`config.mk`:
```
export PLATFORM = sky130hd
export DESIGN_NAME = icetap_capture_seq_flat
export DESIGN_NICKNAME = d
export VERILOG_FILES = /design/src/rtl/icetap_capture_seq_if.sv /design/src/rtl/icetap_capture_seq.sv /design/src/flat_wrapper.sv
export SDC_FILE = /design/constraint.sdc
export NUM_CORES = 1
export LEC_CHECK = 0
export ABC_AREA = 1
export CORE_ASPECT_RATIO = 1.25
export CORE_MARGIN = 1
export CORE_UTILIZATION = 43
export CTS_BUF_LIST = sky130_fd_sc_hd__clkbuf_8
export CTS_CLUSTER_DIAMETER = 50
export DETAILED_ROUTE_END_ITERATION = 12
export HOLD_SLACK_MARGIN = 0.08
export SLEW_MARGIN = 10
export SYNTH_ARGS = -nofsm -noshare
export SYNTH_HDL_FRONTEND = slang
export SYNTH_SLANG_ARGS = --single-unit
```
`constraint.sdc`:
```
create_clock -name src_clk -period 4.7 [get_ports src_clk]
set_input_delay 0.705 -clock src_clk [delete_from_list [all_inputs] [get_ports src_clk]]
set_output_delay 0.705 -clock src_clk [all_outputs]
set_load 0.05 [all_outputs]
```
`src/rtl/icetap_capture_seq_if.sv`:
```
// icetap_capture_seq_if
//   Bundles the probe, configuration, control, status and read-port signals
//   of the icetap capture sequencer. The clock and reset stay plain ports on
//   the design.
//   master : drives probes, config, start/abort and read requests
//   slave  : the capture engine; drives status and read_data
interface icetap_capture_seq_if #(
    parameter int NR_SIGNALS   = 4,
    parameter int RECORD_DEPTH = 16,
    parameter int NR_STAGES    = 2,
    parameter int COUNT_BITS   = 8
);
    localparam int RAM_ADDR_BITS = $clog2(RECORD_DEPTH);

    // probes and configuration
    logic [NR_SIGNALS-1:0]              signals_in;
    logic [NR_SIGNALS*3-1:0]            store_mask_vec;
    logic                               store_always;
    logic [NR_STAGES*NR_SIGNALS*3-1:0]  trig_mask_vec;
    logic [NR_STAGES*COUNT_BITS-1:0]    trig_count_vec;
    logic [RAM_ADDR_BITS:0]             post_count;
    // control
    logic                               start;
    logic                               abort;
    // status
    logic [1:0]                         state;
    logic [1:0]                         cur_stage;
    logic [RAM_ADDR_BITS-1:0]           start_addr;
    logic [RAM_ADDR_BITS-1:0]           trigger_addr;
    logic [RAM_ADDR_BITS-1:0]           stop_addr;
    logic [RAM_ADDR_BITS:0]             valid_count;
    // read port
    logic                               read_req_first;
    logic                               read_req_next;
    logic [NR_SIGNALS-1:0]              read_data;

    modport master (
        output signals_in, store_mask_vec, store_always, trig_mask_vec,
               trig_count_vec, post_count, start, abort,
               read_req_first, read_req_next,
        input  state, cur_stage, start_addr, trigger_addr, stop_addr,
               valid_count, read_data
    );

    modport slave (
        input  signals_in, store_mask_vec, store_always, trig_mask_vec,
               trig_count_vec, post_count, start, abort,
               read_req_first, read_req_next,
        output state, cur_stage, start_addr, trigger_addr, stop_addr,
               valid_count, read_data
    );
endinterface

```
`src/rtl/icetap_capture_seq.sv`:
```
// icetap_capture_seq
//   Capture engine: records probe signals into a ring buffer under a store
//   condition, with a multi-stage trigger sequencer (per-stage hit counts)
//   and a programmable post-trigger depth.
//   Ports:
//     src_clk   : capture clock
//     src_reset : asynchronous, active-high reset
//     bus       : icetap_capture_seq_if.slave (probes, config, start/abort,
//                 status, read port)

// Per-signal condition evaluation; the condition is the AND of all lanes.
module icetap_cond_eval #(
    parameter int NR_SIGNALS = 4
) (
    input  logic [NR_SIGNALS*3-1:0] mask,
    input  logic [NR_SIGNALS-1:0]   cur,
    input  logic [NR_SIGNALS-1:0]   prev,
    output logic                    hit
);
    function automatic logic code_ok(input logic [2:0] code, input logic c, input logic p);
        case (code)
            3'b001:  return c;
            3'b010:  return !c;
            3'b011:  return c & !p;
            3'b100:  return !c & p;
            3'b101:  return c ^ p;
            default: return 1'b1;   // 000, 110, 111: don't care
        endcase
    endfunction

    logic [NR_SIGNALS-1:0] lane_ok;

    for (genvar i = 0; i < NR_SIGNALS; i++) begin : g_lane
        assign lane_ok[i] = code_ok(mask[i*3 +: 3], cur[i], prev[i]);
    end

    assign hit = &lane_ok;
endmodule

module icetap_capture_seq #(
    parameter int NR_SIGNALS   = 4,
    parameter int RECORD_DEPTH = 16,
    parameter int NR_STAGES    = 2,
    parameter int COUNT_BITS   = 8
) (
    input  logic                 src_clk,
    input  logic                 src_reset,
    icetap_capture_seq_if.slave  bus
);
    localparam int AW = $clog2(RECORD_DEPTH);
    localparam int CW = AW + 1;
    localparam logic [CW-1:0] DEPTH_V = CW'(RECORD_DEPTH);

    typedef enum logic [1:0] {IDLE = 2'd0, ARMED = 2'd1, POST = 2'd2, DONE = 2'd3} state_t;

    // Configuration snapshot taken on start; counts already normalised
    // (0 -> 1) and post count clamped to 1..RECORD_DEPTH.
    typedef struct packed {
        logic                                     store_always;
        logic [NR_SIGNALS*3-1:0]                  store_mask;
        logic [NR_STAGES-1:0][NR_SIGNALS*3-1:0]   trig_mask;
        logic [NR_STAGES-1:0][COUNT_BITS-1:0]     trig_cnt;
        logic [CW-1:0]                            post_cnt;
    } cfg_t;

    cfg_t                  cfg_d, cfg_q;
    state_t                state_q;
    logic [1:0]            stage_q;
    logic [COUNT_BITS-1:0] hit_q;
    logic [CW-1:0]         post_q;
    logic [AW-1:0]         wr_ptr;
    logic [CW-1:0]         vcount;
    logic [AW-1:0]         trig_addr;
    logic [AW-1:0]         stop_addr;
    logic [AW-1:0]         rd_ptr;
    logic [NR_SIGNALS-1:0] rd_data;
    logic [NR_SIGNALS-1:0] prev_q;
    logic [NR_SIGNALS-1:0] mem [RECORD_DEPTH];

    logic                  store_hit;
    logic [NR_STAGES-1:0]  trig_hit;
    logic                  stage_hit;
    logic [COUNT_BITS-1:0] stage_cnt;
    logic                  last_stage;
    logic [COUNT_BITS-1:0] hit_nx;
    logic                  stage_done;
    logic                  trigger;
    logic                  wr_en;
    logic [CW-1:0]         post_nx;
    logic [AW-1:0]         start_addr;

    always_comb begin
        cfg_d              = '0;
        cfg_d.store_always = bus.store_always;
        cfg_d.store_mask   = bus.store_mask_vec;
        cfg_d.trig_mask    = bus.trig_mask_vec;
        for (int s = 0; s < NR_STAGES; s++) begin
            cfg_d.trig_cnt[s] = bus.trig_count_vec[s*COUNT_BITS +: COUNT_BITS];
            if (cfg_d.trig_cnt[s] == '0)
                cfg_d.trig_cnt[s] = COUNT_BITS'(1);
        end
        if (bus.post_count == '0)
            cfg_d.post_cnt = CW'(1);
        else if (bus.post_count > DEPTH_V)
            cfg_d.post_cnt = DEPTH_V;
        else
            cfg_d.post_cnt = bus.post_count;
    end

    icetap_cond_eval #(.NR_SIGNALS(NR_SIGNALS)) u_store (
        .mask(cfg_q.store_mask), .cur(bus.signals_in), .prev(prev_q), .hit(store_hit)
    );

    for (genvar s = 0; s < NR_STAGES; s++) begin : g_stage
        icetap_cond_eval #(.NR_SIGNALS(NR_SIGNALS)) u_trig (
            .mask(cfg_q.trig_mask[s]), .cur(bus.signals_in), .prev(prev_q), .hit(trig_hit[s])
        );
    end

    // Select the active stage's condition and count.
    always_comb begin
        stage_hit  = 1'b0;
        stage_cnt  = '0;
        last_stage = 1'b0;
        for (int s = 0; s < NR_STAGES; s++) begin
            if (stage_q == 2'(s)) begin
                stage_hit  = trig_hit[s];
                stage_cnt  = cfg_q.trig_cnt[s];
                last_stage = (s == NR_STAGES - 1);
            end
        end
    end

    assign hit_nx     = hit_q + COUNT_BITS'(1);
    assign stage_done = stage_hit && (hit_nx == stage_cnt);
    assign trigger    = (state_q == ARMED) && stage_done && last_stage;
    assign post_nx    = post_q + CW'(1);
    // start and abort suppress any write in their cycle.
    assign wr_en      = !bus.abort && !bus.start &&
                        (((state_q == ARMED) && (cfg_q.store_always || store_hit || trigger)) ||
                         ((state_q == POST)  && (cfg_q.store_always || store_hit)));
    assign start_addr = (vcount == DEPTH_V) ? wr_ptr : '0;

    always_ff @(posedge src_clk or posedge src_reset) begin
        if (src_reset) begin
            cfg_q     <= '0;
            state_q   <= IDLE;
            stage_q   <= '0;
            hit_q     <= '0;
            post_q    <= '0;
            wr_ptr    <= '0;
            vcount    <= '0;
            trig_addr <= '0;
            stop_addr <= '0;
            prev_q    <= '0;
        end else begin
            prev_q <= bus.signals_in;
            if (bus.abort) begin
                state_q <= IDLE;
                vcount  <= '0;
            end else if (bus.start) begin
                cfg_q   <= cfg_d;
                state_q <= ARMED;
                wr_ptr  <= '0;
                vcount  <= '0;
                stage_q <= '0;
                hit_q   <= '0;
                post_q  <= '0;
            end else begin
                if (wr_en) begin
                    wr_ptr    <= wr_ptr + AW'(1);
                    stop_addr <= wr_ptr;
                    if (vcount != DEPTH_V)
                        vcount <= vcount + CW'(1);
                end
                case (state_q)
                    ARMED: begin
                        if (stage_done) begin
                            if (last_stage) begin
                                trig_addr <= wr_ptr;
                                post_q    <= CW'(1);
                                state_q   <= (cfg_q.post_cnt == CW'(1)) ? DONE : POST;
                            end else begin
                                stage_q <= stage_q + 2'd1;
                                hit_q   <= '0;
                            end
                        end else if (stage_hit) begin
                            hit_q <= hit_nx;
                        end
                    end
                    POST: begin
                        if (wr_en) begin
                            post_q <= post_nx;
                            if (post_nx == cfg_q.post_cnt)
                                state_q <= DONE;
                        end
                    end
                    default: ;
                endcase
            end
        end
    end

    // Sample RAM: no reset, read-before-write on address collision.
    always_ff @(posedge src_clk) begin
        if (wr_en)
            mem[wr_ptr] <= bus.signals_in;
    end

    always_ff @(posedge src_clk or posedge src_reset) begin
        if (src_reset) begin
            rd_ptr  <= '0;
            rd_data <= '0;
        end else if (bus.read_req_first) begin
            rd_data <= mem[start_addr];
            rd_ptr  <= start_addr + AW'(1);
        end else if (bus.read_req_next) begin
            rd_data <= mem[rd_ptr];
            rd_ptr  <= rd_ptr + AW'(1);
        end
    end

    assign bus.state        = state_q;
    assign bus.cur_stage    = stage_q;
    assign bus.start_addr   = start_addr;
    assign bus.trigger_addr = trig_addr;
    assign bus.stop_addr    = stop_addr;
    assign bus.valid_count  = vcount;
    assign bus.read_data    = rd_data;
endmodule

```
`src/flat_wrapper.sv`:
```
// flat-port wrapper written by rule: the top's interface ports become plain ports
module icetap_capture_seq_flat 
#(
    parameter int NR_SIGNALS   = 4,
    parameter int RECORD_DEPTH = 16,
    parameter int NR_STAGES    = 2,
    parameter int COUNT_BITS   = 8
)
  (src_clk, src_reset, bus_signals_in, bus_store_mask_vec, bus_store_always, bus_trig_mask_vec, bus_trig_count_vec, bus_post_count, bus_start, bus_abort, bus_read_req_first, bus_read_req_next, bus_state, bus_cur_stage, bus_start_addr, bus_trigger_addr, bus_stop_addr, bus_valid_count, bus_read_data);
  icetap_capture_seq_if #(.NR_SIGNALS(NR_SIGNALS), .RECORD_DEPTH(RECORD_DEPTH), .NR_STAGES(NR_STAGES), .COUNT_BITS(COUNT_BITS)) bus_i ();
  input  logic src_clk;
  input  logic src_reset;
  input wire logic [$bits(bus_i.signals_in)-1:0] bus_signals_in;
  input wire logic [$bits(bus_i.store_mask_vec)-1:0] bus_store_mask_vec;
  input wire logic [$bits(bus_i.store_always)-1:0] bus_store_always;
  input wire logic [$bits(bus_i.trig_mask_vec)-1:0] bus_trig_mask_vec;
  input wire logic [$bits(bus_i.trig_count_vec)-1:0] bus_trig_count_vec;
  input wire logic [$bits(bus_i.post_count)-1:0] bus_post_count;
  input wire logic [$bits(bus_i.start)-1:0] bus_start;
  input wire logic [$bits(bus_i.abort)-1:0] bus_abort;
  input wire logic [$bits(bus_i.read_req_first)-1:0] bus_read_req_first;
  input wire logic [$bits(bus_i.read_req_next)-1:0] bus_read_req_next;
  output wire logic [$bits(bus_i.state)-1:0] bus_state;
  output wire logic [$bits(bus_i.cur_stage)-1:0] bus_cur_stage;
  output wire logic [$bits(bus_i.start_addr)-1:0] bus_start_addr;
  output wire logic [$bits(bus_i.trigger_addr)-1:0] bus_trigger_addr;
  output wire logic [$bits(bus_i.stop_addr)-1:0] bus_stop_addr;
  output wire logic [$bits(bus_i.valid_count)-1:0] bus_valid_count;
  output wire logic [$bits(bus_i.read_data)-1:0] bus_read_data;
  assign bus_i.signals_in = bus_signals_in;
  assign bus_i.store_mask_vec = bus_store_mask_vec;
  assign bus_i.store_always = bus_store_always;
  assign bus_i.trig_mask_vec = bus_trig_mask_vec;
  assign bus_i.trig_count_vec = bus_trig_count_vec;
  assign bus_i.post_count = bus_post_count;
  assign bus_i.start = bus_start;
  assign bus_i.abort = bus_abort;
  assign bus_i.read_req_first = bus_read_req_first;
  assign bus_i.read_req_next = bus_read_req_next;
  assign bus_state = bus_i.state;
  assign bus_cur_stage = bus_i.cur_stage;
  assign bus_start_addr = bus_i.start_addr;
  assign bus_trigger_addr = bus_i.trigger_addr;
  assign bus_stop_addr = bus_i.stop_addr;
  assign bus_valid_count = bus_i.valid_count;
  assign bus_read_data = bus_i.read_data;
  icetap_capture_seq #(.NR_SIGNALS(NR_SIGNALS), .RECORD_DEPTH(RECORD_DEPTH), .NR_STAGES(NR_STAGES), .COUNT_BITS(COUNT_BITS)) u_core (.src_clk(src_clk), .src_reset(src_reset), .bus(bus_i));
endmodule
```
# Yosys cells after proc, flatten, opt, wreduce, memory -nomap -nowiden
# Memories as Yosys holds them, arrays and structs flattened.
# Cells that the tools add are included.
dict set report word_totals {
  ram_bits 64
  word_cells 219
  output_inout_bits 25
  reg_bits 104
  n_memories 1
  inputBits 68
}
# memory words width rd rd_clocked_by_memory_dff wr line_no
set memory_table {}
lappend memory_table {u_core.mem 16 4 2 0 1 icetap_capture_seq.sv:78} ;# logic [NR_SIGNALS-1:0] mem [RECORD_DEPTH];
dict set report classes {
  n_bitwise 14
  eq_ne 77
  n_mux 56
  addsub 7
  order_cmp 1
  n_reduce_logical 45
}
# op count
set ops {}
lappend ops {{$eq A3 B2 Y1 const B} 24}
lappend ops {{$eq A3 B3 Y1 const B} 24}
lappend ops {{$mux W8} 9}
lappend ops {{$pmux W1 S5} 12}
lappend ops {{$mux W5} 10}
lappend ops {{$eq A3 B1 Y1 const B} 12}
lappend ops {{$mux W4} 7}
lappend ops {{$mux W2} 10}
lappend ops {{$reduce_and A4 Y1} 5}
lappend ops {{$logic_not A8 Y1} 2}
lappend ops {{$reduce_and A5 Y1} 3}
lappend ops {{$add A4 B1 Y4 const B} 3}
lappend ops {{$ne A4 B3 Y1 const B} 3}
lappend ops {{$reduce_bool A3 Y1} 4}
lappend ops {{$add A5 B1 Y5 const B} 2}
lappend ops {{$logic_not A1 Y1} 10}
lappend ops {{$pmux W5 S2} 1}
lappend ops {{$ne A3 B2 Y1 const B} 3}
lappend ops {{$add A8 B1 Y8 const B} 1}
lappend ops {{$and A1 B1 Y1} 8}
lappend ops {{$eq A8 B8 Y1} 1}
lappend ops {{$reduce_bool A2 Y1} 4}
lappend ops {{$logic_and A1 B1 Y1} 7}
lappend ops {{$mux W1} 6}
lappend ops {{other kinds (20)} 29}

# Longest topological paths before layout
# Gate-level depths: netlist of the first run.
dict set report depth {
  ltp_word 17
  mapped_depth 20
  ltp_nobuf 20
}

# By module
# Synthesis of the first run repeated with hierarchy kept, for this count alone.
dict set report hier_totals {
  hier_cells 1204
  hier_area_um2 9417.8
}
# mod seq_area_each_um2 instances area_per_inst_um2 cells_each
set modules_own_cells {}
lappend modules_own_cells {icetap_capture_seq 4524.3 1 8321.7 982}
lappend modules_own_cells {icetap_cond_eval 0.0 3 365.4 74}

# Least setup slack after synthesis of the first run
# No wires, ideal clock.
dict set report synth_timing {
  path_kind {register to register}
  startpoint {register u_core.stage_q[1], in the netlist u_core.bus.cur_stage[1]}
  endpoint {memory u_core.mem[11][0], enable pin}
  period_less_slack_ns 2.781
  required_ns 4.371
  setup_slack_ns 1.919
  setup_time_ns 0.329
  stages_incl_launch_ff 17
  path_buffers 1
  arrival_time_ns 2.452
  path_cell_list {dfrtp_1 inv_1 ha_1 nor2_2 nand2_1 nand2_1 inv_1 nand2_1 nand4_1 nor2_4 nand3_4 nand2_4 nand2_4 buf_6 inv_8 nand2_4 nor2_1}
}
dict set report synth_via {
  elab_chain_len 13
  word_cells_on_any_way 17
  cone_classes {2 x eq/ne; 7 x mux; 8 x reduce/logical}
}
# item line_no
set synth_rtl {}
lappend synth_rtl {{start: declaration} icetap_capture_seq.sv:68} ;# logic [1:0] stage_q;
lappend synth_rtl {{start signal: assignment} icetap_capture_seq.sv:184} ;# stage_q <= stage_q + 2'd1;
lappend synth_rtl {{$logic_not A2 Y1} icetap_capture_seq.sv:126} ;# if (stage_q == 2'(s)) begin
lappend synth_rtl {{$mux W8 (2 in series)} icetap_capture_seq.sv:126}
lappend synth_rtl {{$eq A8 B8 Y1} icetap_capture_seq.sv:135} ;# assign stage_done = stage_hit && (hit_nx == stage_cnt);
lappend synth_rtl {{$logic_and A1 B1 Y1} icetap_capture_seq.sv:135}
lappend synth_rtl {{$logic_and A1 B1 Y1} icetap_capture_seq.sv:136} ;# assign trigger = (state_q == ARMED) && stage_done && last_stage;
lappend synth_rtl {{$logic_and A1 B1 Y1 (*)} icetap_capture_seq.sv:136}
lappend synth_rtl {{$logic_or A1 B1 Y1 (*)} icetap_capture_seq.sv:140} ;# (((state_q == ARMED) && (cfg_q.store_always || store_hit || trigger)) ||
lappend synth_rtl {{$logic_and A1 B1 Y1 (*)} icetap_capture_seq.sv:140}
lappend synth_rtl {{$logic_or A1 B1 Y1 (*)} icetap_capture_seq.sv:140}
lappend synth_rtl {{$logic_and A1 B1 Y1 (*)} icetap_capture_seq.sv:139} ;# assign wr_en = !bus.abort && !bus.start &&
lappend synth_rtl {{$mux W1 (*)} icetap_capture_seq.sv:206} ;# if (wr_en)
lappend synth_rtl {{$mux W1 (not written as such) (*)} icetap_capture_seq.sv:207} ;# mem[wr_ptr] <= bus.signals_in;
lappend synth_rtl {{end: declaration} icetap_capture_seq.sv:78}
# Mark *: on every way between the ends. The rest lies on a longest branch, timed or not.

# Worst setup path after layout of the first run
dict set report layout_timing {
  startpoint {register u_core.wr_ptr[0]}
  endpoint {output bus_start_addr[0]}
}
dict set report layout_via {
  elab_chain_len 1
}
# item line_no
set layout_rtl {}
lappend layout_rtl {{start: declaration} icetap_capture_seq.sv:71} ;# logic [AW-1:0] wr_ptr;
lappend layout_rtl {{start signal: assignment} icetap_capture_seq.sv:171} ;# wr_ptr <= wr_ptr + AW'(1);
lappend layout_rtl {{$mux W4} icetap_capture_seq.sv:142} ;# assign start_addr = (vcount == DEPTH_V) ? wr_ptr : '0;
lappend layout_rtl {{end: declaration} flat_wrapper.sv:25} ;# output wire logic [$bits(bus_i.start_addr)-1:0] bus_start_addr;
# No other way between the ends.

==> impl_metrics.py, run 1 <==
metrics = {
    "logic_synthesis": {
        "syn_area_um2": 9010,
        "avgSynthCellArea_um2": 8.10,
        "synth-main-ff-cell": "dfrtp_1",
        "ys_types": 43,
        "ys_top_cells_by_area": "dfrtp_1 29%, edfxtp_1 21%, nand2_1 13%",
        "yosysWarnings": 0,
        "yosysTopAreaCell": "dfrtp_1",
        "ys_seq_elements": 168,
        "syn_nets": 1201,
        "synth-edff-count": 64,
        "synthCells": 1112,
        "ys_seq_area_share_pct": 50.2,
        "ys_async_sr_fraction_pct": 61.9,
        "netlist.area_leader.share_pct": 28.9,
    },
    "worst_setup_path": {
        "crit_fanout": 31,
        "crit_path_top_delay_cell": "clkdlybuf4s50_1",
        "worstSetupPathType": "reg -> out",
        "critPathCaptureType": "output port",
        "critPathMaxStageDelay_ps": 860,
        "worstPathArrival_ps": 2780,
        "startpoint_type": "register",
        "worstPathCellList": "clkinv_1 -> nor2_1 -> buf_4 -> clkdlybuf4s50_1",
        "cp.required_ps": 3990,
    },
    "clock_network": {
        "ctsHtreeMaxLevel": 4,
        "cts-root-buf": "clkbuf_8",
        "path_clk_slew_ps": 100,
        "cts_resized": 0,
        "cts_buffer_depth": 2,
        "clk_latency_ps": 460,
        "cts_tree": "done",
        "numCtsBuffers": 17,
        "post-cts-setup-buffers": 0,
        "cts.sinks": 168,
        "cts_hold_buffers": 0,
    },
    "place": {
        "place_area_um2": 10200,
        "portBuffers": 92,
        "hpwlAfterDp_um": 16500,
        "gp_congestion": 0.916,
    },
    "timing": {
        "slew_viol_final": 0,
        "slew-limit-headroom_pct": 26.5,
        "fin_tns_setup_ps": 0,
        "final-hold-violation-count": 0,
        "min_period_ps": 3480,
        "min_period_over_period_pct": 74.1,
        "worst_slew_pin_slew_ps": 1100,
        "max_freq_ghz": 0.287,
        "clock_skew_ps": 12.0,
        "finalSetupViolations": 0,
        "rsz0062_at_grt": "false",
    },
    "routing": {
        "num_vias": 7602,
        "finalWirelength_um": 22500,
        "drc": 0,
        "drt_iter0_drc": 541,
        "firstDrtPassIters": 5,
        "vias_per_cell": 5.13,
        "avgRoutedWirePerCell_um": 15.2,
        "ant_nets": 0,
    },
    "worst_hold_path": {
        "hold_path_class": "reg -> reg",
    },
    "final_layout": {
        "diodes": 0,
        "drive_above_1_share_pct": 6.36,
        "fin_area_um2": 10600,
        "final_net_count": 1287,
        "final_common_cell": "nand2_1",
        "final_cell_mix": "303 x nand2_1, 126 x inv_1, 126 x o21ai_0",
        "multi_input_area_um2": 3820,
        "area_growth_pct": 17.8,
        "regArea_um2": 4520,
        "num-fill-cells": 1997,
    },
    "floorplanning": {
        "die_w_um": 131,
        "dieArea_um2": 21500,
        "start_util_pct": 44.3,
        "num_rows": 58,
        "io_pins": 93,
        "core_area_um2": 20300,
        "die-height_um": 164,
    },
    "power": {
        "vdd_drop_max_v": 0.000159,
        "p_leak_nw": 4.74,
        "powerDensity_nw_per_um2": 361,
    },
    "grt": {
        "grt_pass1_wl_um": 37300,
        "grt_max_degree": 73,
        "first_global_vias": 7365,
        "grt_overflow": 0,
        "antenna_found_initial": 0,
        "grtUsageTotal_pct": 22.1,
    },
    "job": {
        "drv_cap": 0,
    },
    "outcome": {
        "status": "finished clean",
    },
}
==> cell usage after synthesis (7+ instances only) <==
library cell	count
nand2_1	303
inv_1	127
o21ai_0	126
dfrtp_1	104
nand3_1	96
nor2_1	77
edfxtp_1	64
a21oi_1	55
clkbuf_1	32
ha_1	21
a31oi_1	12
nand4_1	9
o211ai_1	9
nand2_4	7
nor2_2	7
xor2_1	7
==> kinds of logic after synthesis <==
| family | Yosys count | share of synthesized area [%] |
|---|---|---|
| AOI/OAI and AO/OA | 224 | 13.6 |
| buffers and inverters | 171 | 7.42 |
| DFF | 168 | 50.2 |
| adders and majority gates | 21 | 2.92 |
| xor gates and xnor gates | 10 | 0.972 |
| and+or+nand+nor | 518 | 24.9 |
==> metrics by stage <==
| stage | std cells | power (mW) | setup WS [ps] | hold WS (ps) | util [%] |
|---|---|---|---|---|---|
| detailed placement | 1449 | 2.84 | 878 | 460 | 50.3 |
| global placement | 1449 | 2.83 | 973 | 454 | 50.3 |
| floorplan | 1112 | 2.50 | 1260 | 442 | - |
| CTS | 1481 | 3.87 | 1190 | 482 | 52.2 |
| global route | 1481 | 4.06 | 1040 | 504 | 52.2 |
| finish | 1481 | 3.83 | 1220 | 476 | 52.2 |
==> critical path, delay by kind of cell (launching register included) <==
family                 cells  cell delay, ps
buffers and inverters      3            1590
flip-flops                 1             510
AND/OR/NAND/NOR            1             200
==> where the power goes <==
part	internal, mW	switching [mW]	leakage, nW
registers	1.64	0.120	1.90
clock network	0.462	0.568	0.196
logic	0.371	0.670	2.64
total	2.47	1.36	4.74
==> cell type report <==
class / instances / share of cell area [%]
multi-input cells: 773 / 36.0
well taps: 270 / 3.18
clock inverters: 13 / 1.27
inverters: 133 / 4.80
flip-flops and latches: 168 / 42.6
repair buffers: 105 / 9.60
clock buffers: 19 / 2.46
==> final timing paths <==
kind,startpoint,end,slack (ps),depth (start not counted)
setup / recovery,u_core.wr_ptr[0]$_DFFE_PP0P_,bus_start_addr[0],1220,4
hold / removal,u_core.cfg_q[20]$_DFFE_PP0P_,u_core.cfg_q[20]$_DFFE_PP0P_,480,2
setup reg to reg,u_core.bus.cur_stage[1]$_DFFE_PP0P_,u_core.mem[14][0]$_DFFE_PP_,1530,18
hold reg to reg,u_core.cfg_q[20]$_DFFE_PP0P_,u_core.cfg_q[20]$_DFFE_PP0P_,480,2
max in group asynchronous,src_reset,u_core.rd_ptr[0]$_DFFE_PP0P_,3150,3
min in group asynchronous,src_reset,u_core.cfg_q[16]$_DFFE_PP0P_,580,2
==> state kept, by name (all words and copies together), names as in the netlist, 5 cells and up <==
signal and cells:
u_core.mem 64, u_core.hit_q 8, u_core.cfg_q 58, u_core.post_q 5, u_core.bus.valid_count 5
==> routing by layer <==
layer / GRT usage, % / wire [um] / vias to the layer above / part of all wire (%)
li1: - / - / 3855 / -
met1: 28.2 / 10100 / 3474 / 45
met2: 37.4 / 11000 / 235 / 49
met3: 3.58 / 921 / 38 / 4.1
met4: 8.77 / 541 / 0 / 2.4
met5: 0 / 0 / - / 0
Power figures use the tool's default switching activity.
==> run 2, diff against run 1 <==
--- a/config.mk
+++ b/config.mk
@@ -13,6 +13,7 @@
 export CTS_CLUSTER_DIAMETER = 50
 export DETAILED_ROUTE_END_ITERATION = 12
 export HOLD_SLACK_MARGIN = 0.08
+export PLACE_DENSITY = 0.66
 export SLEW_MARGIN = 10
 export SYNTH_ARGS = -nofsm -noshare
 export SYNTH_HDL_FRONTEND = slang
==> constraint.sdc (replaced) <==
create_clock -name src_clk -period 2.8 [get_ports src_clk]
set_input_delay 0.42 -clock src_clk [delete_from_list [all_inputs] [get_ports src_clk]]
set_output_delay 0.42 -clock src_clk [all_outputs]
set_load 0.05 [all_outputs]
==> impl_metrics.py, run 2 (synthesized netlist as in run 1, its figures left out) <==
metrics = {
    "timing": {
        "min_period_ps": 2590,
        "clock_skew_ps": 19.4,
        "fin_tns_setup_ps": 0,
        "worst_slew_pin_slew_ps": 835,
        "max_freq_ghz": 0.387,
        "rsz0062_at_grt": "false",
        "slew_viol_final": 0,
        "finalSetupViolations": 0,
        "slew-limit-headroom_pct": 44.3,
        "final-hold-violation-count": 0,
        "min_period_over_period_pct": 92.3,
    },
    "final_layout": {
        "area_growth_pct": 22.6,
        "final_common_cell": "nand2_1",
        "final_cell_mix": "303 x nand2_1, 126 x inv_1, 126 x o21ai_0",
        "top_register": "u_core.mem",
        "final_util_pct": 54.3,
        "largest_reg_flops": 64,
        "drive_above_1_share_pct": 10.6,
        "top_regs": "u_core.mem x64, u_core.cfg_q x58, u_core.hit_q x8",
        "diodes": 0,
        "final_net_count": 1334,
    },
    "clock_network": {
        "cts_hold_buffers": 0,
        "path_clk_slew_ps": 110,
        "ctsHtreeMaxLevel": 4,
        "cts_resized": 0,
        "cts_tree": "done",
        "clk_latency_ps": 470,
        "cts-root-buf": "clkbuf_8",
        "cts_buffer_depth": 2,
        "numCtsBuffers": 17,
        "post-cts-setup-buffers": 0,
        "cts.sinks": 168,
    },
    "grt": {
        "grt_pass1_wl_um": 36500,
        "grt_overflow": 0,
        "antenna_found_initial": 0,
        "grt_max_degree": 77,
        "first_global_vias": 7479,
        "grtUsageTotal_pct": 21.5,
    },
    "routing": {
        "drt_iter0_drc": 562,
        "finalWirelength_um": 22300,
        "avgRoutedWirePerCell_um": 14.6,
        "firstDrtPassIters": 5,
        "drc": 0,
        "ant_nets": 0,
        "num_vias": 7915,
        "vias_per_cell": 5.18,
    },
    "floorplanning": {
        "start_util_pct": 44.3,
        "dieArea_um2": 21500,
        "core_area_um2": 20300,
        "die_w_um": 131,
        "io_pins": 93,
        "num_rows": 58,
        "die-height_um": 164,
    },
    "worst_setup_path": {
        "startpoint_type": "register",
        "critPathCaptureType": "register",
        "worstSetupPathType": "reg -> reg",
        "cp.required_ps": 2990,
        "crit_fanout": 8,
        "worstPathArrival_ps": 2780,
    },
    "place": {
        "hpwlAfterDp_um": 16800,
        "portBuffers": 92,
        "gp_congestion": 0.918,
    },
    "power": {
        "vdd_drop_max_v": 0.000318,
        "p_leak_nw": 5.00,
        "powerDensity_nw_per_um2": 595,
    },
    "outcome": {
        "status": "finished clean",
    },
    "worst_hold_path": {
        "hold_path_class": "in -> async",
    },
    "job": {
        "drv_cap": 0,
    },
}
[run 2: cell types whose count changed in the layout (fill, tap and decap cells not counted), moves of 3 or more]
cell             change
nor2_2               +3
clkinv_4             -3
clkinv_8             +3
clkdlybuf4s50_1      -4
nor2_1               -4
inv_8                +5
buf_4               +46
buf_12               +5
[run 2: through the flow]
step	worst slack, ps	instances	total power, mW	hold slack, ps	cell area, um^2
floorplan	18.7	1112	4.20	442	9010
global placement	-257	1496	4.84	456	10600
global route	8.70	1528	6.96	423	11000
finish	215	1528	6.57	389	11000
detailed placement	-320	1496	4.87	459	10600
CTS	35.7	1528	6.62	402	11000
[run 2: path summary, 6_finish.rpt]
| kind | startpoint | to | slack [ps] | depth (start not counted) |
|---|---|---|---|---|
| max reg2reg | u_core.bus.cur_stage[1]$_DFFE_PP0P_ | u_core.mem[4][2]$_DFFE_PP_ | 210 | 18 |
| min in group src_clk | bus_store_mask_vec[8] | u_core.cfg_q[53]$_DFFE_PP0P_ | 470 | 3 |
| max in group asynchronous | src_reset | u_core.hit_q[5]$_DFFE_PP0P_ | 2060 | 3 |
| min | src_reset | u_core.cfg_q[41]$_DFFE_PP0P_ | 390 | 3 |
| max | u_core.bus.cur_stage[1]$_DFFE_PP0P_ | u_core.mem[4][2]$_DFFE_PP_ | 210 | 18 |
| min reg2reg | u_core.cfg_q[11]$_DFFE_PP0P_ | u_core.cfg_q[11]$_DFFE_PP0P_ | 480 | 2 |
[run 2: report_power, final]
part           switching [mW]  internal, mW  total, mW
clock                    1.06         0.686       1.75
combinational            1.17         0.714       1.88
sequential              0.186          2.75       2.94
total                    2.42          4.15       6.57
[run 2: critical path, stage by stage (launching register included)]
cell,delay [ps]
dfrtp_1,400
inv_1,90
ha_2,310
buf_4,200
nand2_2,60
nand2_1,60
nand2_1,40
nand2_1,80
nand2_1,70
nor2_2,130
nand3_2,90
nor2_4,130
nand3_4,90
nand2_4,80
nand2_4,60
inv_8,80
nand2_4,80
nor2_1,110
buf_4,140
[run 2: layer usage]
| layer | vias to the layer above | global-route usage [%] | share of wire, % |
|---|---|---|---|
| met5 | - | 0 | 0 |
| met4 | 0 | 7.88 | 2.4 |
| met3 | 41 | 3.02 | 4.6 |
| met2 | 264 | 38.0 | 50 |
| met1 | 3662 | 26.8 | 43 |
| li1 | 3948 | - | - |
[run 2: layout make-up]
type | count | area [um^2]
multi-input combinational | 773 | 3840
sequential | 168 | 4520
tap | 270 | 338
clock inverter | 15 | 169
inverter | 133 | 510
timing repair buffer | 152 | 1420
clock buffer | 17 | 234
fill | 1919 | 9280
==> run 3, diff against run 2 <==
--- a/config.mk
+++ b/config.mk
@@ -12,7 +12,7 @@
 export CTS_BUF_LIST = sky130_fd_sc_hd__clkbuf_8
 export CTS_CLUSTER_DIAMETER = 50
 export DETAILED_ROUTE_END_ITERATION = 12
-export HOLD_SLACK_MARGIN = 0.08
+export GPL_ROUTABILITY_DRIVEN = 0
 export PLACE_DENSITY = 0.66
 export SLEW_MARGIN = 10
 export SYNTH_ARGS = -nofsm -noshare
==> results of run 3 <==
No change in the layout: final DEF, timing and power equal those of run 2.
